$ cat src/rtl/vctrl_access_arbiter_if.sv
// Bundle of the requester handshake signals and the control register file
// a (read) / c (write) port signals handled by vctrl_access_arbiter.
//   slave  : arbiter view (takes requests and read data, drives grants,
//            responses and register file controls)
//   master : requester / register file view (the opposite directions)
// Packed request fields hold requester i at [i*LOG2NUMREGS +: LOG2NUMREGS]
// and [i*WIDTH +: WIDTH].
interface vctrl_access_arbiter_if #(
    parameter int WIDTH       = 32,
    parameter int LOG2NUMREGS = 5,
    parameter int NUMREQ      = 3
) ();
    logic [NUMREQ-1:0]             req_valid;
    logic [NUMREQ-1:0]             req_we;
    logic [NUMREQ-1:0]             req_lock;
    logic [NUMREQ*LOG2NUMREGS-1:0] req_reg;
    logic [NUMREQ*WIDTH-1:0]       req_wdata;
    logic [NUMREQ-1:0]             req_ready;
    logic [NUMREQ-1:0]             rsp_valid;
    logic [WIDTH-1:0]              rsp_data;
    logic [LOG2NUMREGS-1:0]        rf_a_reg;
    logic                          rf_a_en;
    logic [WIDTH-1:0]              rf_a_readdataout;
    logic [LOG2NUMREGS-1:0]        rf_c_reg;
    logic [WIDTH-1:0]              rf_c_writedatain;
    logic                          rf_c_we;

    modport slave (
        input  req_valid, req_we, req_lock, req_reg, req_wdata, rf_a_readdataout,
        output req_ready, rsp_valid, rsp_data,
               rf_a_reg, rf_a_en, rf_c_reg, rf_c_writedatain, rf_c_we
    );

    modport master (
        output req_valid, req_we, req_lock, req_reg, req_wdata, rf_a_readdataout,
        input  req_ready, rsp_valid, rsp_data,
               rf_a_reg, rf_a_en, rf_c_reg, rf_c_writedatain, rf_c_we
    );
endinterface

$ cat src/rtl/vctrl_access_arbiter.sv
// Round-robin arbiter sharing the single read port (a) and write port (c) of
// the vector control register file among NUMREQ requesters. One access per
// cycle; a requester may hold a bounded lock (at most LOCK_MAX consecutive
// grants) for read-modify-write sequences.
// Ports:
//   clk   : clock
//   reset : asynchronous active-high reset
//   bus   : vctrl_access_arbiter_if.slave -- requests (valid/we/lock/reg/wdata),
//           grants (req_ready), read responses (rsp_valid/rsp_data) and the
//           register file a/c port signals (rf_*).
module vctrl_access_arbiter #(
    parameter int WIDTH       = 32,
    parameter int LOG2NUMREGS = 5,
    parameter int NUMREQ      = 3,
    parameter int LOG2NUMREQ  = 2,
    parameter int LOCK_MAX    = 8
) (
    input  logic                   clk,
    input  logic                   reset,
    vctrl_access_arbiter_if.slave  bus
);

    localparam int CNTW = $clog2(LOCK_MAX + 1);
    localparam logic [CNTW-1:0]       CNT_LAST = CNTW'(LOCK_MAX - 1);
    localparam logic [LOG2NUMREQ-1:0] IDX_LAST = LOG2NUMREQ'(NUMREQ - 1);

    typedef enum logic {S_OPEN, S_LOCKED} state_t;

    state_t                  state, state_next;
    logic [LOG2NUMREQ-1:0]   rr_ptr;
    logic [LOG2NUMREQ-1:0]   lock_owner;
    logic [CNTW-1:0]         lock_cnt;
    logic [NUMREQ-1:0]       rsp_valid_q;

    logic                    grant_found;
    logic [LOG2NUMREQ-1:0]   grant_idx;
    logic [LOG2NUMREQ-1:0]   grant_next;
    logic [LOG2NUMREQ-1:0]   cand_idx;
    int unsigned             cand;
    logic                    accept;
    logic                    sel_we;
    logic                    sel_lock;
    logic                    release_lock;

    logic [LOG2NUMREGS-1:0]  reg_arr   [NUMREQ];
    logic [WIDTH-1:0]        wdata_arr [NUMREQ];

    for (genvar gi = 0; gi < NUMREQ; gi++) begin : g_unpack
        assign reg_arr[gi]   = bus.req_reg[gi*LOG2NUMREGS +: LOG2NUMREGS];
        assign wdata_arr[gi] = bus.req_wdata[gi*WIDTH +: WIDTH];
    end

    // Arbitration: a lock owner is the only candidate; otherwise first valid
    // requester scanning upward from rr_ptr with wrap.
    always_comb begin
        grant_found = 1'b0;
        grant_idx   = '0;
        cand        = 0;
        cand_idx    = '0;
        if (state == S_LOCKED) begin
            if (bus.req_valid[lock_owner]) begin
                grant_found = 1'b1;
                grant_idx   = lock_owner;
            end
        end else begin
            for (int unsigned i = 0; i < NUMREQ; i++) begin
                cand     = (32'(rr_ptr) + i) % NUMREQ;
                cand_idx = LOG2NUMREQ'(cand);
                if (!grant_found && bus.req_valid[cand_idx]) begin
                    grant_found = 1'b1;
                    grant_idx   = cand_idx;
                end
            end
        end
    end

    assign accept     = grant_found;
    assign sel_we     = bus.req_we[grant_idx];
    assign sel_lock   = bus.req_lock[grant_idx];
    assign grant_next = (grant_idx == IDX_LAST) ? '0 : grant_idx + 1'b1;

    // Release on the owner's LOCK_MAX-th grant: the counter would reach
    // LOCK_MAX at this edge, so it returns straight to 0 instead, and the
    // same accept cannot open a fresh lock.
    assign release_lock = accept && (state == S_LOCKED) &&
                          (!sel_lock || (lock_cnt == CNT_LAST));

    always_ff @(posedge clk or posedge reset) begin
        if (reset) begin
            state <= S_OPEN;
        end else begin
            state <= state_next;
        end
    end

    always_comb begin
        state_next = state;
        case (state)
            S_OPEN:   if (accept && sel_lock) state_next = S_LOCKED;
            S_LOCKED: if (release_lock)       state_next = S_OPEN;
            default:  state_next = S_OPEN;
        endcase
    end

    always_ff @(posedge clk or posedge reset) begin
        if (reset) begin
            rr_ptr      <= '0;
            lock_owner  <= '0;
            lock_cnt    <= '0;
            rsp_valid_q <= '0;
        end else begin
            rsp_valid_q <= (accept && !sel_we) ? bus.req_ready : '0;
            if (accept) begin
                if (state == S_OPEN) begin
                    rr_ptr <= grant_next;
                    if (sel_lock) begin
                        lock_owner <= grant_idx;
                        lock_cnt   <= CNTW'(1);
                    end
                end else if (release_lock) begin
                    // grant_idx equals lock_owner here, so this is owner+1.
                    rr_ptr   <= grant_next;
                    lock_cnt <= '0;
                end else begin
                    lock_cnt <= lock_cnt + 1'b1;
                end
            end
        end
    end

    always_comb begin
        bus.req_ready        = '0;
        bus.rf_a_en          = 1'b0;
        bus.rf_a_reg         = '0;
        bus.rf_c_we          = 1'b0;
        bus.rf_c_reg         = '0;
        bus.rf_c_writedatain = '0;
        if (accept) begin
            bus.req_ready = NUMREQ'(1) << grant_idx;
            if (sel_we) begin
                bus.rf_c_we          = 1'b1;
                bus.rf_c_reg         = reg_arr[grant_idx];
                bus.rf_c_writedatain = wdata_arr[grant_idx];
            end else begin
                bus.rf_a_en  = 1'b1;
                bus.rf_a_reg = reg_arr[grant_idx];
            end
        end
    end

    // The register file read data arrives one cycle after rf_a_en, in the
    // same cycle as the registered strobe, so it is forwarded directly.
    assign bus.rsp_valid = rsp_valid_q;
    assign bus.rsp_data  = (|rsp_valid_q) ? bus.rf_a_readdataout : '0;

endmodule

$ cat src/flat_wrapper.sv
// flat-port wrapper written by rule: the top's interface ports become plain ports
module vctrl_access_arbiter_flat 
#(
    parameter int WIDTH       = 32,
    parameter int LOG2NUMREGS = 5,
    parameter int NUMREQ      = 3,
    parameter int LOG2NUMREQ  = 2,
    parameter int LOCK_MAX    = 8
)
  (clk, reset, bus_req_valid, bus_req_we, bus_req_lock, bus_req_reg, bus_req_wdata, bus_rf_a_readdataout, bus_req_ready, bus_rsp_valid, bus_rsp_data, bus_rf_a_reg, bus_rf_a_en, bus_rf_c_reg, bus_rf_c_writedatain, bus_rf_c_we);
  vctrl_access_arbiter_if #(.WIDTH(WIDTH), .LOG2NUMREGS(LOG2NUMREGS), .NUMREQ(NUMREQ)) bus_i ();
  input  logic clk;
  input  logic reset;
  input wire logic [$bits(bus_i.req_valid)-1:0] bus_req_valid;
  input wire logic [$bits(bus_i.req_we)-1:0] bus_req_we;
  input wire logic [$bits(bus_i.req_lock)-1:0] bus_req_lock;
  input wire logic [$bits(bus_i.req_reg)-1:0] bus_req_reg;
  input wire logic [$bits(bus_i.req_wdata)-1:0] bus_req_wdata;
  input wire logic [$bits(bus_i.rf_a_readdataout)-1:0] bus_rf_a_readdataout;
  output wire logic [$bits(bus_i.req_ready)-1:0] bus_req_ready;
  output wire logic [$bits(bus_i.rsp_valid)-1:0] bus_rsp_valid;
  output wire logic [$bits(bus_i.rsp_data)-1:0] bus_rsp_data;
  output wire logic [$bits(bus_i.rf_a_reg)-1:0] bus_rf_a_reg;
  output wire logic [$bits(bus_i.rf_a_en)-1:0] bus_rf_a_en;
  output wire logic [$bits(bus_i.rf_c_reg)-1:0] bus_rf_c_reg;
  output wire logic [$bits(bus_i.rf_c_writedatain)-1:0] bus_rf_c_writedatain;
  output wire logic [$bits(bus_i.rf_c_we)-1:0] bus_rf_c_we;
  assign bus_i.req_valid = bus_req_valid;
  assign bus_i.req_we = bus_req_we;
  assign bus_i.req_lock = bus_req_lock;
  assign bus_i.req_reg = bus_req_reg;
  assign bus_i.req_wdata = bus_req_wdata;
  assign bus_i.rf_a_readdataout = bus_rf_a_readdataout;
  assign bus_req_ready = bus_i.req_ready;
  assign bus_rsp_valid = bus_i.rsp_valid;
  assign bus_rsp_data = bus_i.rsp_data;
  assign bus_rf_a_reg = bus_i.rf_a_reg;
  assign bus_rf_a_en = bus_i.rf_a_en;
  assign bus_rf_c_reg = bus_i.rf_c_reg;
  assign bus_rf_c_writedatain = bus_i.rf_c_writedatain;
  assign bus_rf_c_we = bus_i.rf_c_we;
  vctrl_access_arbiter #(.WIDTH(WIDTH), .LOG2NUMREGS(LOG2NUMREGS), .NUMREQ(NUMREQ), .LOG2NUMREQ(LOG2NUMREQ), .LOCK_MAX(LOCK_MAX)) u_core (.clk(clk), .reset(reset), .bus(bus_i));
endmodule
$ cat config.mk
export PLATFORM = sky130hd
export DESIGN_NAME = vctrl_access_arbiter_flat
export DESIGN_NICKNAME = d
export VERILOG_FILES = /design/src/rtl/vctrl_access_arbiter_if.sv /design/src/rtl/vctrl_access_arbiter.sv /design/src/flat_wrapper.sv
export SDC_FILE = /design/constraint.sdc
export NUM_CORES = 1
export LEC_CHECK = 0
export ABC_AREA = 1
export BUFFER_PORTS_ARGS = -buffer_cell sky130_fd_sc_hd__buf_2
export CORE_AREA = 3 3 91 93
export CTS_CLUSTER_SIZE = 14
export DETAILED_ROUTE_END_ITERATION = 8
export DIE_AREA = 0 0 94 96
export PLACE_DENSITY = 0.7
export SETUP_SLACK_MARGIN = 0.2
export SLEW_MARGIN = 20
export SYNTH_ARGS = -nofsm -noshare
export SYNTH_HDL_FRONTEND = slang
export SYNTH_SLANG_ARGS = --single-unit
$ cat constraint.sdc
create_clock -name clk -period 3 [get_ports clk]
set_clock_uncertainty 0.05 [all_clocks]
set_input_delay 0.3 -clock clk [delete_from_list [all_inputs] [get_ports clk]]
set_output_delay 0.3 -clock clk [all_outputs]
set_load 0.01 [all_outputs]
==> impl_metrics.py, run 1 <==
metrics = {
    "worst_setup_path": {
        "crit_end": "bus_rf_a_reg[0]",
        "r2r_end": "u_core.rr_ptr[1]",
        "slowest_delay_ns": 0.43,
        "regToRegSetupSlack_ns": 0.16,
        "crit_top_cell": "nand2_4",
        "arrival_ns": 2.70,
        "cp-start-kind": "flip-flop",
        "cpMaxStageDelayCell": "dfrtp_2",
        "worstRegToRegCells": 22,
        "worst_ep_required_time_ns": 2.65,
        "critical_path_class": "reg2out",
        "crit_path_start": "u_core.rr_ptr[0]",
        "r2r-start": "u_core.rr_ptr[0]",
        "worstPathMaxFanout": 5,
        "end_kind": "output port",
        "cp_cell_sequence": "inv_2, ha_4, nand2_4, nor2_4, nand3_2, nand2_2, nor2_2, nand2_2, nand2_4, nand2_4, inv_8, a21oi_4, nand2_4, buf_12, nor2_4, inv_2, nor2_1, buf_2",
    },
    "route": {
        "drtPass1Iterations": 4,
        "wl_per_cell_um": 16.0,
        "vias": 3601,
        "route.detailed.drc": 0,
        "drtIter0Drc": 156,
        "viasPerCell": 4.91,
        "wirelength_um": 11700,
        "ant_nets": 0,
    },
    "synth": {
        "synthTopCellsByCount": "nand2_1, nor2_1, inv_1",
        "synth_ff_type": "dfrtp_1",
        "synth.top_cells.by_area": "dfrtp_1, nand2_1, nor2_1",
        "synth_area_um2": 2010,
        "seq_area_frac_synth_pct": 14.9,
        "ys_ff_latch": 12,
        "yosysWarnings": 0,
        "syn_avg_cell_area_um2": 5.59,
        "yosysTopAreaCell": "dfrtp_1",
        "yosysUniqueCellTypes": 29,
        "synth_edf_count": 0,
        "syn_nets": 519,
        "yosysTopAreaCellShare_pct": 14.9,
        "syn_inst": 360,
        "synthArstFlopShare_pct": 100,
    },
    "power": {
        "p_per_area_nw_per_um2": 1510,
        "peakVddDrop_mv": 0.847,
        "switching_share_pct": 52.6,
        "leakage_nw": 2.53,
        "p_comb_share_pct": 93.1,
        "p_int_mw": 3.28,
        "switchingPower_mw": 3.64,
        "clkPwrFrac_pct": 2.6,
        "power_frac_seq_pct": 4.4,
    },
    "sta": {
        "setup_violations": 5,
        "slew_violations": 0,
        "fmax_mhz": 327,
        "worst_pin_slew_ns": 0.486,
        "period_share_pct": 102,
        "finalHoldViolCount": 0,
        "rsz0062_at_grt": "yes",
        "worst_slack_ns": -0.0546,
        "hold_ws_ns": 0.0165,
        "max_slew_margin_pct": 67.5,
        "min_period_ns": 3.05,
    },
    "floorplan": {
        "start_util_pct": 26.4,
        "core_area_um2": 7610,
        "die_area_um2": 9020,
        "die_h_um": 96,
        "num_rows": 32,
        "die_width_um": 94,
        "ios": 236,
    },
    "global_routing": {
        "grt_max_degree": 33,
        "antenna_found_initial": 3,
        "grt_overflow_total": 0,
        "grt_first_pass_wirelength_um": 15000,
        "track_usage_pct": 20.7,
        "grt_pass1_vias": 3328,
    },
    "run": {
        "cap_violations": 0,
    },
    "layout": {
        "nNetsFinal": 791,
        "regArea_um2": 303,
        "fillers": 656,
        "multi_input_area_um2": 1930,
        "areaGrowthSynthToFinish_pct": 128,
        "drive_gt1_share_pct": 64.5,
    },
    "place": {
        "port_buffers": 235,
        "pre_cts_slack_ns": -0.00722,
        "place.gp.congestion": 0.897,
        "place_hpwl_um": 8090,
    },
    "clocking": {
        "numCtsBuffers": 3,
        "path_clk_slew_ns": 0.06,
        "cts-root-buf": "clkbuf_8",
        "hold_buffers": 0,
        "cts_buffer_depth": 2,
        "insertion_delay_ns": 0.24,
        "cts_tree": "built",
        "cts_max_level": 1,
        "clock-sinks": 12,
    },
    "min_path": {
        "hold_path.class": "in2async",
    },
    "outcome": {
        "violations": "setup timing",
        "status": "finished, violations left",
    },
}
==> metal layers <==
layer  global-route usage (%)  vias up  wire, um
met2                     40.2      220      6260
met4                     11.2        4       509
met1                     19.8     1623      3810
li1                         -     1708         -
met3                     5.47       46      1140
met5                        0        -        27
==> what timing repair did <==
| action | 4_1_cts | 5_1_grt |
|---|---|---|
| setup endpoints to repair | 44 | 46 |
| pin swaps | 11 | 37 |
| resized for setup | 37 | 157 |
| buffers inserted | 15 | 20 |
| cloned | 1 | 4 |
==> worst min-delay path by stage <==
stage	start	end	slack, ns	cells after the start
global placement	reset	u_core.bus.rsp_valid[0]	0.30	2
global route	reset	u_core.lock_cnt[1]	0.06	2
floorplan	reset	u_core.bus.rsp_valid[0]	0.11	1
CTS	reset	u_core.lock_cnt[1]	0.05	2
detailed placement	reset	u_core.bus.rsp_valid[0]	0.30	2
finish	reset	u_core.lock_cnt[1]	0.02	2
==> area by class of cell <==
class                      instances  area share [%]
tap                              102            2.78
timing repair buffer             284            41.9
antenna                            1          0.0546
sequential                        12            6.60
inverter                          57            5.32
multi-input combinational        274            42.2
clock buffer                       4            1.20
==> flip-flops by register name, summed over array words and instances, names as in the netlist <==
| register | flops |
|---|---|
| u_core.state | 1 |
| u_core.lock_owner | 2 |
| u_core.bus.rsp_valid | 3 |
| u_core.lock_cnt | 4 |
| u_core.rr_ptr | 2 |
==> kinds of logic (layout without fill, tap and decap cells) <==
family / after synthesis / in the layout / share of synthesized area, %
AND/OR/NAND/NOR: 198 / 198 / 42.4
adder cells (fa/ha/maj): 5 / 5 / 3.11
flip-flops: 12 / 12 / 14.9
AO/OA/AOI/OAI: 71 / 71 / 24.2
other: 0 / 1 / 0
buffers and inverters: 74 / 345 / 15.3
==> power groups by stage <==
stage,logic [mW],clock network [mW],registers (mW)
after floorplan,2.45,0,0.282
after global placement,3.60,0,0.287
after detailed placement,3.65,0,0.292
after CTS,4.30,0.179,0.297
after global routing,6.86,0.188,0.312
final,6.44,0.177,0.303
==> worst max-delay path: cells and delay by family, from the launching register on <==
kind	cells	cell delay, ns
DFF	1	0.43
AOI/OAI and AO/OA	1	0.15
adders and majority gates	1	0.31
and+or+nand+nor	11	1.08
buffers and inverters	5	0.49
==> layout by cell type (no fill, tap or decap), types with 5 or more instances in the layout <==
master	count
nor2_4	30
nand3_1	13
nand2_1	71
buf_2	206
nand4_1	5
nand3_2	5
a22o_1	18
buf_6	35
dfrtp_1	10
inv_1	44
a21oi_2	26
nand2_2	7
inv_2	6
buf_12	6
nand2_4	7
nor2_2	7
nor2_1	46
a21oi_1	6
o221ai_2	5
buf_4	31
==> through the flow <==
stage	util, %	TNS, ns	std cells	instance area [um^2]	total power [mW]
after floorplan	-	0	360	2010	2.73
after global placement	43.5	0	689	3310	3.89
after detailed placement	43.5	-0.00722	689	3310	3.94
after CTS	47.9	0	709	3650	4.78
after global routing	60.3	-2.55	734	4590	7.36
final	60.3	-0.140	734	4590	6.92
(Power assumes the default switching activity.)
==> run 2, diff against run 1 <==
--- a/config.mk
+++ b/config.mk
@@ -7,11 +7,13 @@
 export LEC_CHECK = 0
 export ABC_AREA = 1
 export BUFFER_PORTS_ARGS = -buffer_cell sky130_fd_sc_hd__buf_2
-export CORE_AREA = 3 3 91 93
+export CORE_AREA = 3 3 90 92
+export CTS_BUF_LIST = sky130_fd_sc_hd__clkbuf_4 sky130_fd_sc_hd__clkbuf_8
 export CTS_CLUSTER_SIZE = 14
 export DETAILED_ROUTE_END_ITERATION = 8
-export DIE_AREA = 0 0 94 96
-export PLACE_DENSITY = 0.7
+export DIE_AREA = 0 0 93 95
+export GPL_TIMING_DRIVEN = 0
+export PLACE_DENSITY = 0.71
 export SETUP_SLACK_MARGIN = 0.2
 export SLEW_MARGIN = 20
 export SYNTH_ARGS = -nofsm -noshare
==> impl_metrics.py, run 2 (synthesis gave the netlist of run 1 again) <==
metrics = {
    "outcome": {
        "status": "completed",
    },
    "global_routing": {
        "grt_overflow_total": 0,
        "grt_pass1_vias": 3186,
        "grt_max_degree": 13,
        "grt_first_pass_wirelength_um": 15100,
        "track_usage_pct": 21.0,
        "antenna_found_initial": 0,
    },
    "worst_setup_path": {
        "worstPathMaxFanout": 7,
        "worstRegToRegCells": 20,
        "cp-start-kind": "flip-flop",
        "crit_end": "bus_rf_c_writedatain[28]",
        "r2r_end": "u_core.rr_ptr[1]",
        "crit_path_start": "u_core.rr_ptr[0]",
        "critical_path_class": "reg2out",
        "arrival_ns": 2.64,
        "worst_ep_required_time_ns": 2.65,
        "end_kind": "output port",
        "r2r-start": "u_core.rr_ptr[1]",
        "regToRegSetupSlack_ns": 0.42,
    },
    "layout": {
        "final_cell_mix": "buf_2, nand2_1, nor2_1",
        "areaGrowthSynthToFinish_pct": 108,
        "drive_gt1_share_pct": 59.0,
        "final_common_cell": "buf_2",
        "largest_reg_flops": 4,
        "nNetsFinal": 782,
        "regMostFlops": "u_core.lock_cnt",
        "num_antenna_cells": 0,
        "fillers": 663,
        "final_cells": 721,
    },
    "power": {
        "leakage_nw": 2.42,
        "switching_share_pct": 54.6,
        "p_per_area_nw_per_um2": 1430,
        "peakVddDrop_mv": 0.939,
        "p_int_mw": 2.70,
        "p_comb_share_pct": 92.0,
        "power_frac_seq_pct": 5.0,
        "switchingPower_mw": 3.25,
        "clkPwrFrac_pct": 2.9,
    },
    "place": {
        "place_hpwl_um": 8250,
        "port_buffers": 235,
        "dp_cells": 694,
        "pre_cts_slack_ns": -0.0843,
        "place.gp.congestion": 0.877,
    },
    "clocking": {
        "cts_max_level": 1,
        "cts_tree": "built",
        "hold_buffers": 0,
        "path_clk_slew_ns": 0.05,
        "cts_buffer_depth": 2,
        "cts-root-buf": "clkbuf_8",
        "clock-sinks": 12,
        "insertion_delay_ns": 0.24,
        "numCtsBuffers": 3,
    },
    "route": {
        "wirelength_um": 10900,
        "drtIter0Drc": 144,
        "drtPass1Iterations": 4,
        "viasPerCell": 4.75,
        "vias": 3423,
        "route.detailed.drc": 0,
        "wl_per_cell_um": 15.1,
        "ant_nets": 0,
    },
    "sta": {
        "min_period_ns": 2.99,
        "period_share_pct": 99.7,
        "fmax_mhz": 334,
        "slew_violations": 0,
        "worst_pin_slew_ns": 0.564,
        "finalHoldViolCount": 0,
        "rsz0062_at_grt": "yes",
        "worst_slack_ns": 0.00814,
        "setup_violations": 0,
        "max_slew_margin_pct": 62.1,
    },
    "floorplan": {
        "die_area_um2": 8840,
        "ios": 236,
        "die_width_um": 93,
        "die_h_um": 95,
        "num_rows": 31,
        "start_util_pct": 27.6,
        "core_area_um2": 7290,
    },
    "run": {
        "cap_violations": 0,
    },
    "min_path": {
        "hold_path.class": "in2async",
    },
}
run 2: cell count changes in the layout (fill, tap and decap cells not counted), moves of 4 or more:
cell | previous run | this run
nor2_1 | 46 | 53
nand2_2 | 7 | 3
nor2_4 | 30 | 17
buf_4 | 31 | 20
nor2_2 | 7 | 13
a21oi_1 | 6 | 16
buf_6 | 35 | 24
nand2_1 | 71 | 75
buf_12 | 6 | 2
a21oi_2 | 26 | 15
buf_2 | 206 | 220
run 2: how the worst min path moves through the flow:
stage	from	to	slack, ns	cells past startpoint
after global placement	reset	u_core.bus.rsp_valid[1]	0.27	2
after CTS	reset	u_core.bus.rsp_valid[2]	0.03	2
after floorplan	reset	u_core.bus.rsp_valid[0]	0.11	1
final	reset	u_core.bus.rsp_valid[1]	0.02	2
after detailed placement	reset	u_core.bus.rsp_valid[2]	0.29	2
after global routing	reset	u_core.lock_cnt[2]	0.06	2
run 2: final cells by class:
class                           count  area, um^2  area share [%]
Inverter                           57         229            5.48
Buffer                             17         155            3.71
Clock buffer                        4        55.1            1.32
Timing Repair Buffer              258        1500            36.0
Multi-Input combinational cell    274        1810            43.3
Sequential cell                    12         303            7.25
Tap cell                           99         124            2.96
run 2: metrics by stage:
| step | hold WS [ns] | utilization (%) | area [um^2] | total power [mW] | TNS (ns) |
|---|---|---|---|---|---|
| final | 0.0200 | 57.3 | 4180 | 5.96 | 0 |
| after global routing | 0.0647 | 57.3 | 4180 | 6.38 | -2.81 |
| after global placement | 0.274 | 45.4 | 3310 | 3.95 | -0.0397 |
| after detailed placement | 0.287 | 45.4 | 3310 | 4.00 | -0.890 |
| after floorplan | 0.115 | - | 2010 | 2.73 | 0 |
| after CTS | 0.0310 | 51.9 | 3780 | 5.03 | 0 |
run 2: timing repair:
action,in CTS,in global routing
hold endpoints to repair,0,0
buffers inserted,15,5
setup endpoints to repair,45,44
gates resized for setup,76,79
gates cloned,1,2
pin swaps,7,22
run 2: power groups by stage:
stage          Clock (mW)  Combinational [mW]  Sequential (mW)
3_3_place_gp            0                3.66            0.286
5_1_grt             0.185                5.89            0.310
4_1_cts             0.179                4.56            0.292
2_1_floorplan           0                2.45            0.282
6_report            0.175                5.48            0.299
3_5_place_dp            0                3.71            0.288
run 2: worst max-delay path, stage by stage, from the launching register on:
cell	delay [ns]
dfrtp_2	0.41
inv_2	0.07
ha_4	0.31
nand2_4	0.06
nor2_4	0.14
a21oi_4	0.06
nand4_1	0.10
nand3_2	0.10
nand2_4	0.16
nand3_4	0.12
nor2_4	0.13
a21oi_4	0.04
nand2_2	0.09
nand2_4	0.07
buf_12	0.15
clkbuf_16	0.16
nor2_2	0.07
buf_2	0.15
run 2: layer usage:
metal / GRT usage, % / routed length [um]
met1: 24.2 / 4110
met2: 39.8 / 5820
met3: 4.46 / 847
met4: 4.27 / 138
met5: 0 / 0
==> run 3, diff against run 2 <==
--- a/config.mk
+++ b/config.mk
@@ -8,11 +8,12 @@
 export ABC_AREA = 1
 export BUFFER_PORTS_ARGS = -buffer_cell sky130_fd_sc_hd__buf_2
 export CORE_AREA = 3 3 90 92
-export CTS_BUF_LIST = sky130_fd_sc_hd__clkbuf_4 sky130_fd_sc_hd__clkbuf_8
+export CTS_BUF_LIST = sky130_fd_sc_hd__clkbuf_4
 export CTS_CLUSTER_SIZE = 14
 export DETAILED_ROUTE_END_ITERATION = 8
 export DIE_AREA = 0 0 93 95
 export GPL_TIMING_DRIVEN = 0
+export HOLD_SLACK_MARGIN = 0.05
 export PLACE_DENSITY = 0.71
 export SETUP_SLACK_MARGIN = 0.2
 export SLEW_MARGIN = 20
==> impl_metrics.py, run 3 (synthesis gave the netlist of run 1 again) <==
metrics = {
    "outcome": {
        "status": "finished, violations left",
        "violations": "setup timing",
    },
    "worst_setup_path": {
        "critical_path.top_delay_family": "simple AND/OR/NAND/NOR gates",
        "regToRegSetupSlack_ns": 0.41,
        "critical_path_class": "reg2out",
        "slowest_delay_ns": 0.42,
        "crit_top_cell": "nand2_4",
        "cp_cell_sequence": "inv_2, ha_4, nand2_4, nor2_4, a21oi_4, nand4_1, nand3_2, nand2_4, nand3_4, nor2_4, a21oi_4, nand2_2, nand2_4, buf_12, clkbuf_16, nor2_2, buf_2",
        "worstPathMaxFanout": 7,
        "cp_num_cells": 17,
        "arrival_ns": 2.67,
        "worstRegToRegCells": 20,
        "path_buf_inv": 4,
        "end_kind": "output port",
        "cpMaxStageDelayCell": "dfrtp_2",
        "worst_ep_required_time_ns": 2.65,
        "cp-start-kind": "flip-flop",
    },
    "floorplan": {
        "die_h_um": 95,
        "start_util_pct": 27.6,
        "die_area_um2": 8840,
        "core_area_um2": 7290,
        "num_rows": 31,
        "die_width_um": 93,
        "ios": 236,
    },
    "min_path": {
        "whs_path_depth": 6,
        "hold_path.class": "in2reg",
    },
    "clocking": {
        "cts-root-buf": "clkbuf_4",
        "numCtsBuffers": 3,
        "path_clk_slew_ns": 0.07,
        "cts_buffer_depth": 2,
        "insertion_delay_ns": 0.28,
        "cts_max_level": 1,
        "clock-sinks": 12,
        "cts_tree": "built",
    },
    "layout": {
        "areaGrowthSynthToFinish_pct": 108,
        "drive_gt1_share_pct": 58.9,
        "final_cell_mix": "buf_2, nand2_1, nor2_1",
        "fin_util_pct": 57.2,
        "nNetsFinal": 783,
        "largest_reg_flops": 4,
        "num_antenna_cells": 0,
        "regMostFlops": "u_core.lock_cnt",
        "final_common_cell": "buf_2",
    },
    "route": {
        "top_layer": "met4",
        "drtIter0Drc": 141,
        "met2_length_um": 5790,
        "vias": 3441,
        "drtPass1Iterations": 4,
        "route.detailed.drc": 0,
        "wl_per_cell_um": 15.1,
        "ant_nets": 0,
        "wirelength_um": 10900,
        "wirelength_met1_um": 4060,
        "met3_length_um": 902,
        "viasPerCell": 4.77,
    },
    "global_routing": {
        "grt_max_degree": 13,
        "grt_overflow_total": 0,
        "track_usage_pct": 21.1,
        "grt_pass1_vias": 3196,
        "grt_first_pass_wirelength_um": 15100,
        "antenna_found_initial": 0,
    },
    "sta": {
        "setup_violations": 9,
        "worst_pin_slew_ns": 0.567,
        "max_slew_margin_pct": 61.9,
        "period_share_pct": 101,
        "rsz0062_at_grt": "yes",
        "setup_tns_ns": -0.0925,
        "finalHoldViolCount": 0,
        "min_period_ns": 3.02,
        "worst_slack_ns": -0.0243,
        "fmax_mhz": 331,
        "slew_violations": 0,
    },
    "place": {
        "port_buffers": 235,
        "place.gp.congestion": 0.877,
        "place_hpwl_um": 8250,
    },
    "power": {
        "leakage_nw": 2.42,
        "p_per_area_nw_per_um2": 1420,
        "peakVddDrop_mv": 0.836,
    },
    "run": {
        "cap_violations": 0,
    },
}
## run 3: through the flow
stage | power, mW | instance area (um^2) | hold slack, ns | setup WS (ns) | std cells
floorplan | 2.73 | 2010 | 0.115 | 0.417 | 360
global placement | 3.95 | 3310 | 0.274 | -0.0179 | 694
detailed placement | 4.00 | 3310 | 0.287 | -0.0843 | 694
CTS | 4.97 | 3770 | 0.462 | 0.0139 | 715
global route | 6.33 | 4170 | 0.528 | -0.144 | 722
finish | 5.91 | 4170 | 0.474 | -0.0243 | 722
## run 3: final timing paths
kind | startpoint | to
min in group asynchronous | reset | u_core.lock_cnt[2]
worst max register to register | u_core.rr_ptr[1] | u_core.rr_ptr[1]
worst min register to register | u_core.lock_owner[1] | u_core.lock_owner[1]
worst max-delay path | u_core.rr_ptr[0] | bus_rf_c_writedatain[28]
worst min-delay path | bus_req_lock[2] | u_core.lock_cnt[0]
max in group asynchronous | reset | u_core.rr_ptr[0]
## run 3: routing by layer
| metal | up-vias | GRT usage [%] |
|---|---|---|
| li1 | 1695 | - |
| met1 | 1548 | 24.4 |
| met2 | 180 | 39.8 |
| met3 | 18 | 4.38 |
| met4 | 0 | 4.40 |
| met5 | - | 0 |
## run 3: where the power goes
part | switching, mW | internal [mW] | total, mW
registers | 0.0673 | 0.231 | 0.298
logic | 3.13 | 2.38 | 5.51
clock network | 0.0548 | 0.0483 | 0.103
## run 3: cell type report
cell class                      instances  area (um^2)
Fill cell                             670         3120
Inverter                               57          229
Clock buffer                            3         22.5
Clock inverter                          1         3.75
Buffer                                 17          165
Sequential cell                        12          303
Multi-Input combinational cell        274         1810
Timing Repair Buffer                  259         1510
Tap cell                               99          124
## run 3: worst min-delay path, stage by stage
cell and delay [ns]:
buf_2 0.09, nand2_1 0.06, nand2_1 0.10, nand2_1 0.09, nand3_1 0.07, nand2_1 0.05
## run 3: repair_timing
action | in CTS | in global routing
hold endpoints to repair | 12 | 0
resized for setup | 77 | 80
pin swaps | 7 | 23
setup endpoints to repair | 45 | 44
setup buffers | 15 | 5
gates cloned | 1 | 2
hold buffers | 1 | 0
